--- config.mk ---
export PLATFORM = sky130hd
export DESIGN_NAME = pipe_issue_unit
export DESIGN_NICKNAME = d
export VERILOG_FILES = /design/src/rtl/pipe_issue_unit.sv
export SDC_FILE = /design/constraint.sdc
export NUM_CORES = 1
export LEC_CHECK = 0
export ABC_AREA = 0
export BUFFER_PORTS_ARGS = -buffer_cell sky130_fd_sc_hd__buf_2
export CAP_MARGIN = 10
export CORE_MARGIN = 3
export CORE_UTILIZATION = 65
export DETAILED_ROUTE_END_ITERATION = 6
export PLACE_DENSITY = 0.84
export SLEW_MARGIN = 15
export SYNTH_ARGS = -nofsm -noshare
export SYNTH_HDL_FRONTEND = slang
export SYNTH_SLANG_ARGS = --single-unit
--- constraint.sdc ---
create_clock -name clk -period 6.2 [get_ports clk]
set_input_delay 1.24 -clock clk [delete_from_list [all_inputs] [get_ports clk]]
set_output_delay 1.24 -clock clk [all_outputs]
set_load 0.02 [all_outputs]
--- src/rtl/pipe_issue_unit.sv ---
// pipe_issue_unit
// ---------------------------------------------------------------------------
// Fetch/issue stage in front of the 4-stage register/ALU/memory pipeline.
// It buffers 24-bit instruction words from a loader in a small FIFO. Each
// cycle it decodes at most one word onto a registered operand bus. Because
// the pipeline has no forwarding, it inserts NOP bubbles on read-after-write
// hazards. Issuing stops on a HALT word (func = 15), which is consumed but
// never issued.
//
// Optional feature macro: PIPE_HAZARD_CHECK_EN
//   defined     -> RAW hazard detection and bubble insertion; STALL reachable
//   not defined -> no hazard comparison; stall_cnt stays 0. Software must
//                  place dependent instructions HAZ_WIN slots apart.
//
// Parameters
//   DEPTH    FIFO entries (power of two)
//   HAZ_WIN  number of previously issued slots checked for hazards (1..3)
//   NOP_REG  scratch register used by bubbles; never a hazard source
//   NOP_ADDR scratch memory address written by bubbles
//
// Ports
//   clk          clock, all state on the rising edge
//   rst          asynchronous active-high reset
//   start        pulse: leave IDLE/HALT and begin issuing
//   ld_valid     loader word valid
//   ld_data      word {func[23:20], rs1[19:16], rs2[15:12], rd[11:8], addr[7:0]}
//   ld_ready     FIFO not full
//   rs1/rs2/rd/func/addr  registered operand bus
//   issue_valid  bus holds a real instruction (0 = bubble)
//   busy         state is RUN or STALL
//   halted       HALT consumed; cleared by start or reset
//   issue_cnt    real instructions issued (wraps)
//   stall_cnt    hazard bubbles inserted (wraps)
// ---------------------------------------------------------------------------
module pipe_issue_unit #(
  parameter int         DEPTH    = 16,
  parameter int         HAZ_WIN  = 2,
  parameter logic [3:0] NOP_REG  = 4'd15,
  parameter logic [7:0] NOP_ADDR = 8'd255
) (
  input  logic        clk,
  input  logic        rst,
  input  logic        start,
  input  logic        ld_valid,
  input  logic [23:0] ld_data,
  output logic        ld_ready,
  output logic [3:0]  rs1,
  output logic [3:0]  rs2,
  output logic [3:0]  rd,
  output logic [3:0]  func,
  output logic [7:0]  addr,
  output logic        issue_valid,
  output logic        busy,
  output logic        halted,
  output logic [15:0] issue_cnt,
  output logic [15:0] stall_cnt
);

  localparam int         AW        = $clog2(DEPTH);
  localparam logic [AW:0] PTR_ONE  = {{AW{1'b0}}, 1'b1};
  localparam logic [3:0] NOP_FUNC  = 4'd3;
  localparam logic [3:0] HALT_FUNC = 4'd15;

  typedef enum logic [1:0] {S_IDLE, S_RUN, S_STALL, S_HALT} state_t;

  state_t state_reg, state_next;

  // ---------------- instruction FIFO ----------------
  // Pointers carry one extra wrap bit so full and empty can be told apart.
  logic [23:0] fifo_mem [DEPTH];
  logic [AW:0] wr_ptr_reg, rd_ptr_reg;
  logic        fifo_full, fifo_empty, push, do_pop;
  logic [23:0] head;

  assign fifo_empty = (wr_ptr_reg == rd_ptr_reg);
  assign fifo_full  = (wr_ptr_reg[AW] != rd_ptr_reg[AW]) &&
                      (wr_ptr_reg[AW-1:0] == rd_ptr_reg[AW-1:0]);
  // ld_ready depends only on full; a pop in the same cycle does not make room.
  assign ld_ready   = !fifo_full;
  assign push       = ld_valid && !fifo_full;
  // The head is read combinationally so a word pushed at edge t can issue at t+1.
  assign head       = fifo_mem[rd_ptr_reg[AW-1:0]];

  always_ff @(posedge clk) begin
    if (push) fifo_mem[wr_ptr_reg[AW-1:0]] <= ld_data;
  end

  always_ff @(posedge clk or posedge rst) begin
    if (rst) begin
      wr_ptr_reg <= '0;
      rd_ptr_reg <= '0;
    end else begin
      if (push)   wr_ptr_reg <= wr_ptr_reg + PTR_ONE;
      if (do_pop) rd_ptr_reg <= rd_ptr_reg + PTR_ONE;
    end
  end

  logic [3:0] head_func, head_rs1, head_rs2, head_rd;
  logic [7:0] head_addr;
  assign {head_func, head_rs1, head_rs2, head_rd, head_addr} = head;

  // ---------------- issue history ----------------
  // Slot 0 is the most recently issued slot. Every cycle shifts in one entry.
  // Bubbles and idle cycles enter as invalid entries.
  logic                do_issue, do_stall, hazard;
  logic [HAZ_WIN-1:0]  haz_hit;

  genvar gi;
  generate
    for (gi = 0; gi < HAZ_WIN; gi++) begin : g_hist
      logic [3:0] rd_q;
      logic       vld_q;
      if (gi == 0) begin : g_first
        always_ff @(posedge clk or posedge rst) begin
          if (rst) begin
            rd_q  <= NOP_REG;
            vld_q <= 1'b0;
          end else begin
            rd_q  <= do_issue ? head_rd : NOP_REG;
            vld_q <= do_issue;
          end
        end
      end else begin : g_next
        always_ff @(posedge clk or posedge rst) begin
          if (rst) begin
            rd_q  <= NOP_REG;
            vld_q <= 1'b0;
          end else begin
            rd_q  <= g_hist[gi-1].rd_q;
            vld_q <= g_hist[gi-1].vld_q;
          end
        end
      end
      // Reading the scratch register never creates a dependency.
      assign haz_hit[gi] = vld_q &&
                           ((head_rs1 != NOP_REG && head_rs1 == rd_q) ||
                            (head_rs2 != NOP_REG && head_rs2 == rd_q));
    end
  endgenerate

`ifdef PIPE_HAZARD_CHECK_EN
  assign hazard = |haz_hit;
`else
  assign hazard = 1'b0;
  logic unused_cfg;
  assign unused_cfg = ^{haz_hit, do_stall};
`endif

  // ---------------- control FSM ----------------
  always_ff @(posedge clk or posedge rst) begin
    if (rst) state_reg <= S_IDLE;
    else     state_reg <= state_next;
  end

  always_comb begin
    state_next = state_reg;
    do_pop     = 1'b0;
    do_issue   = 1'b0;
    do_stall   = 1'b0;
    case (state_reg)
      S_IDLE, S_HALT: begin
        if (start) state_next = S_RUN;
      end
      S_RUN, S_STALL: begin
        if (fifo_empty) begin
          state_next = S_RUN;
        end else if (head_func == HALT_FUNC) begin
          do_pop     = 1'b1;
          state_next = S_HALT;
        end else if (hazard) begin
          do_stall   = 1'b1;
          state_next = S_STALL;
        end else begin
          do_pop     = 1'b1;
          do_issue   = 1'b1;
          state_next = S_RUN;
        end
      end
      default: state_next = S_IDLE;
    endcase
  end

  assign busy   = (state_reg == S_RUN) || (state_reg == S_STALL);
  assign halted = (state_reg == S_HALT);

  // ---------------- registered operand bus and counters ----------------
  logic [3:0]  func_reg, rs1_reg, rs2_reg, rd_reg;
  logic [7:0]  addr_reg;
  logic        issue_valid_reg;
  logic [15:0] issue_cnt_reg;

  always_ff @(posedge clk or posedge rst) begin
    if (rst) begin
      func_reg        <= NOP_FUNC;
      rs1_reg         <= NOP_REG;
      rs2_reg         <= NOP_REG;
      rd_reg          <= NOP_REG;
      addr_reg        <= NOP_ADDR;
      issue_valid_reg <= 1'b0;
      issue_cnt_reg   <= '0;
    end else begin
      issue_valid_reg <= do_issue;
      if (do_issue) begin
        {func_reg, rs1_reg, rs2_reg, rd_reg, addr_reg} <= head;
        issue_cnt_reg <= issue_cnt_reg + 16'd1;
      end else begin
        func_reg <= NOP_FUNC;
        rs1_reg  <= NOP_REG;
        rs2_reg  <= NOP_REG;
        rd_reg   <= NOP_REG;
        addr_reg <= NOP_ADDR;
      end
    end
  end

`ifdef PIPE_HAZARD_CHECK_EN
  logic [15:0] stall_cnt_reg;
  always_ff @(posedge clk or posedge rst) begin
    if (rst)           stall_cnt_reg <= '0;
    else if (do_stall) stall_cnt_reg <= stall_cnt_reg + 16'd1;
  end
  assign stall_cnt = stall_cnt_reg;
`else
  assign stall_cnt = 16'd0;
`endif

  assign func        = func_reg;
  assign rs1         = rs1_reg;
  assign rs2         = rs2_reg;
  assign rd          = rd_reg;
  assign addr        = addr_reg;
  assign issue_valid = issue_valid_reg;
  assign issue_cnt   = issue_cnt_reg;

endmodule

### Yosys cells after proc, flatten, opt, wreduce, memory -nomap -nowiden

Memories as Yosys holds them, arrays and structs flattened.
Index checks and enable logic that the tools add are counted.

| word-level totals | value |
|---|---|
| logic and storage cells | 45 |
| bits in writable memories | 384 |
| memories kept | 1 |
| latch bits | 0 |
| register bits after elaboration | 53 |
| ROM bits | 0 |

Memories:

| name | depth | width | rd ports | clocked after Yosys merged registers in | wr ports | line | RTL |
|---|---|---|---|---|---|---|---|
| fifo_mem | 16 | 24 | 1 | 0 | 1 | 70 | `logic [23:0] fifo_mem [DEPTH];` |

| operators by class | value |
|---|---|
| bitwise gates (word level) | 0 |
| eq/ne operators | 8 |
| shift-type cells | 0 |
| divide/modulo/power cells | 0 |
| $lt $le $gt $ge | 0 |
| $add $sub $neg | 3 |
| reductions and logical operators | 7 |
| multipliers | 0 |
| mux-type cells | 16 |

Operator list:

| cell | count |
|---|---|
| adder 16 x 1 -> 16 bit (second input constant) | 1 |
| 2-to-1 mux 4 bit | 4 |
| adder 5 x 1 -> 5 bit (second input constant) | 2 |
| 2-to-1 mux 8 bit | 1 |
| 2-to-1 mux 1 bit | 7 |
| 2-to-1 mux 2 bit | 3 |
| == test 5 bit | 1 |
| == test 2 bit (second input constant) | 2 |
| == test 4 bit | 1 |
| == test 4 bit (second input constant) | 1 |
| one-hot mux 2 bit (2 select lines) | 1 |
| OR reduction 2 bit | 2 |
| == test 2 x 1 -> 1 bit (second input constant) | 1 |
| logical AND 1 bit | 2 |
| logical NOT 2 bit | 1 |
| inequality test 2 bit (second input constant) | 1 |
| logical NOT 1 bit | 1 |
| logical OR 1 bit | 1 |
| inequality test 1 bit | 1 |

### Longest topological paths before layout

| logic depth | value |
|---|---|
| depth in word-level cells | 6 |
| gate-level depth with buffers | 11 |
| mapped depth without buffers | 8 |

### Worst setup path after synthesis

OpenSTA, ideal clock, no wires.

| path | value |
|---|---|
| path type | register to register |
| start | register rd_ptr_reg[1] |
| end | memory fifo_mem[3][0] (enable) |
| period minus slack after synthesis | 3916 ps |
| arrival time | 3481 ps |
| required time | 5765 ps |
| cell stages (with the launch flop) | 11 |
| buffers on the path | 4 |
| path slack | 2284 ps |
| cells stage by stage | dfrtp_1 -> buf_6 -> buf_12 -> buf_4 -> xor2_1 -> nor4_1 -> nand2b_1 -> and2_1 -> clkbuf_1 -> nand2_1 -> nor3_1 |

| on the way | value |
|---|---|
| cells in the longest elaborated chain, start to end | 6 |

Ends and longest elaborated chain:

| item | line | RTL |
|---|---|---|
| start: declaration | 71 | `logic [AW:0] wr_ptr_reg, rd_ptr_reg;` |
| start signal: assignment | 94 | `if (do_pop) rd_ptr_reg <= rd_ptr_reg + PTR_ONE;` |
| == test 4 bit | 77 | `(wr_ptr_reg[AW-1:0] == rd_ptr_reg[AW-1:0]);` |
| logical AND 1 bit | 76 | `assign fifo_full = (wr_ptr_reg[AW] != rd_ptr_reg[AW]) &&` |
| logical NOT 1 bit | - |  |
| via ld_ready | 46 | `output logic ld_ready,` |
| logical AND 1 bit | 80 | `assign push = ld_valid && !fifo_full;` |
| 2-to-1 mux 1 bit | 85 | `if (push) fifo_mem[wr_ptr_reg[AW-1:0]] <= ld_data;` |
| 2-to-1 mux 1 bit (implied by the code) | 85 |  |
| end: declaration | 70 |  |

The timed path passes the listed nets, and every way through them passes these cells.

### Worst setup path in the final report

| path | value |
|---|---|
| start | register rd_ptr_reg[1] |
| end | output port ld_ready |

| on the way | value |
|---|---|
| cells in the longest elaborated chain, start to end | 3 |

Ends and longest elaborated chain:

| item | line | RTL |
|---|---|---|
| == test 4 bit | 77 |  |
| logical AND 1 bit | 76 |  |
| logical NOT 1 bit | 79 | `assign ld_ready = !fifo_full;` |
| end: declaration | 46 |  |

Every way passes these cells.

==> results by group <==
Status
  – Status: complete, no violations

Synth
  – Top-count cell post-synth: edfxtp_1
  – Post-synthesis cell count: 823
  – Synth Register Bits: 437
  – Mapped Avg Cell Area: 20.6 um^2
  – Number of distinct library cells after synthesis: 37
  – Synth cell count leaders: 384 x edfxtp_1, 96 x mux4_2, 63 x nand2_1
  – Post-synth top area share: 68.0%
  – Primary FF master, synth: edfxtp_1
  – Top post-synthesis cells by area: edfxtp_1 68%, mux4_2 13%, dfrtp_1 4.6%
  – Synth async-reset ratio: 12.1%
  – YS warnings: 0
  – Synth area leader: edfxtp_1
  – Seq/Total Area, Yosys: 75.9%
  – Mapped cell area: 17000 um^2
  – EDFF count, synth: 384

Worst setup path
  – Worst path max stage delay: 1.00 ns
  – Worst Path Required: 4.96 ns
  – Worst path arrival time: 2.91 ns
  – Crit-path max FO: 56
  – Kind of critical path: reg2out
  – Worst setup EP type: output port
  – Slowest-stage cell, CP: dfrtp_4
  – Startpoint type of the worst setup path: flop
  – Worst path cell trace: buf_4, xor2_1, nor4_1, nand2b_1, buf_2

Floorplan
  – Die X-Extent: 168 um
  – Die Height: 168 um
  – Core Box Area: 25400 um^2
  – # IOs: 88
  – Site Rows: 58
  – Die area: 28100 um^2
  – Starting Density: 66.8%

Finish
  – Area growth from synthesis to layout: 12.3%
  – Nets@finish: 947
  – Cell area after layout: 19100 um^2
  – Post-route insts no fill: 1276
  – FILL cells: 1335
  – Layout cells sized above 1: 34.4%
  – Max FFs per register: 384
  – Finished Core Util: 75.0%
  – Antenna cells: 0

Place
  – Final HPWL DP: 18000 um
  – Gp weighted congestion: 0.737
  – DP Worst Slack: 2.27 ns
  – Placed instance count: 1198
  – Dpl cell area: 17700 um^2
  – Count of port buffers added during placement: 71

Timing
  – Setup Viol. Count Final: 0
  – Period utilisation layout: 66.9%
  – Final Critical Period: 4.15 ns
  – WHS: 0.470 ns
  – Skew final: 0.0200 ns
  – Final Slew Violations: 0
  – Slew margin rel.: 30.6%
  – Fmax: 241 MHz
  – RSZ-0062 raised after global routing: no
  – Setup WS post-layout: 2.05 ns
  – Final Hold Vio Count: 0
  – TNS Setup: 0 ns
  – Tightest Pin Transition: 1.04 ns

Worst hold path
  – Hold WC Path Type: reg2reg

Clock network
  – Clk_lat worst skew: 0.54 ns
  – Deepest clock path buffer count: 3
  – Cts repair resizes: 0
  – Post-cts hold buffer count: 0
  – Clk root buf: clkbuf_16
  – Total setup buffers inserted after CTS: 0
  – Sink Count: 437
  – Cts bufs inserted: 42
  – Clk slew on worst S/H paths: 0.06 ns
  – H-tree lvl count: 2
  – CTS tree: done

Detailed routing
  – ANT nets after route: 0
  – TritonRoute pass-1 iters: 5
  – Iteration-0 DRC Markers: 794
  – Vias: 8163
  – DRC errors left: 0
  – WL/cell: 27.5 um
  – Final WL: 35000 um
  – Vias/cell: 6.40

Pwr
  – Pwr per Cell Area: 477 nW/um^2
  – Tot Pwr: 9.08 mW
  – P_leak: 6.49 nW
  – Max IR drop VDD: 0.454 mV

Global routing
  – GRT Util Overall: 25.5%
  – Pin count of the biggest net entering global routing: 57
  – Total congestion overflow: 0
  – Antenna violations before repair: 0
  – Number of global-route vias before repair: 8580
  – First-pass GRT wire length: 53300 um

Job
  – Max-Cap Viols: 0
worst paths after layout:
kind	from	endpoint	slack (ns)	depth (start not counted)
worst max-delay path	rd_ptr_reg[1]	ld_ready	2.05	5
worst min-delay path	issue_cnt[15]	issue_cnt[15]	0.47	1
worst max register to register	rd_ptr_reg[1]	fifo_mem[12][20]	2.29	8
worst min register to register	issue_cnt[15]	issue_cnt[15]	0.47	1
max in group asynchronous	rst	rd_ptr_reg[0]	4.71	3
min in group asynchronous	rst	issue_cnt[6]	0.93	3
kinds of logic (layout without fill, tap and decap cells):
| kind of cell | count (synthesis) | count (layout) | share of synthesized area (%) |
|---|---|---|---|
| muxes | 141 | 141 | 15.6 |
| and+or+nand+nor | 119 | 119 | 3.24 |
| xor gates and xnor gates | 28 | 28 | 1.45 |
| AOI/OAI and AO/OA | 28 | 28 | 1.17 |
| DFF | 437 | 437 | 75.9 |
| buffers and inverters | 62 | 170 | 2.09 |
| other | 1 | 16 | 0.0221 |
| adders and majority gates | 7 | 7 | 0.516 |
critical path: cells and delay by family (launching register included):
| family | cells | cell delay [ns] |
|---|---|---|
| XOR/XNOR | 1 | 0.12 |
| AND/OR/NAND/NOR | 2 | 0.58 |
| buffers and inverters | 2 | 0.67 |
| flip-flops | 1 | 1.00 |
per-layer routing:
| layer | wire length (um) | track usage [%] |
|---|---|---|
| met5 | 0 | 0 |
| met4 | 1040 | 8.57 |
| met3 | 3020 | 5.50 |
| met2 | 17700 | 41.7 |
| met1 | 13300 | 35.3 |
report_power, final:
| part | internal, mW | leakage, nW | switching (mW) |
|---|---|---|---|
| combinational | 1.12 | 1.72 | 1.36 |
| sequential | 3.68 | 4.08 | 0.389 |
| clock | 1.48 | 0.681 | 1.06 |
layout make-up:
| class | instances | area [um^2] | share of cell area (%) |
|---|---|---|---|
| Tap cell | 330 | 413 | 2.17 |
| Timing Repair Buffer | 86 | 468 | 2.46 |
| Sequential cell | 437 | 12900 | 67.7 |
| Clock buffer | 61 | 1240 | 6.49 |
| Clock inverter | 17 | 149 | 0.782 |
| Multi-Input combinational cell | 339 | 3870 | 20.3 |
| Inverter | 6 | 22.5 | 0.118 |
cells in the final DEF, fill, tap and decap left out, drive strengths merged, types with 3 or more instances in the layout:
cell | synthesis | layout
edfxtp | 384 | 384
mux4 | 96 | 96
buf | 39 | 86
nand2 | 63 | 63
clkbuf | 17 | 61
dfrtp | 31 | 31
mux2 | 25 | 25
o21ai | 25 | 25
dfstp | 22 | 22
mux2i | 20 | 20
nor2 | 17 | 17
xnor2 | 16 | 16
conb | 1 | 16
clkinv | 0 | 13
xor2 | 12 | 12
nor3 | 9 | 9
nand2b | 7 | 7
nand3 | 7 | 7
ha | 7 | 7
inv | 6 | 7
nand4 | 5 | 5
and3 | 4 | 4
nor4 | 3 | 3
No activity file was read; power rests on OpenSTA's default activity.
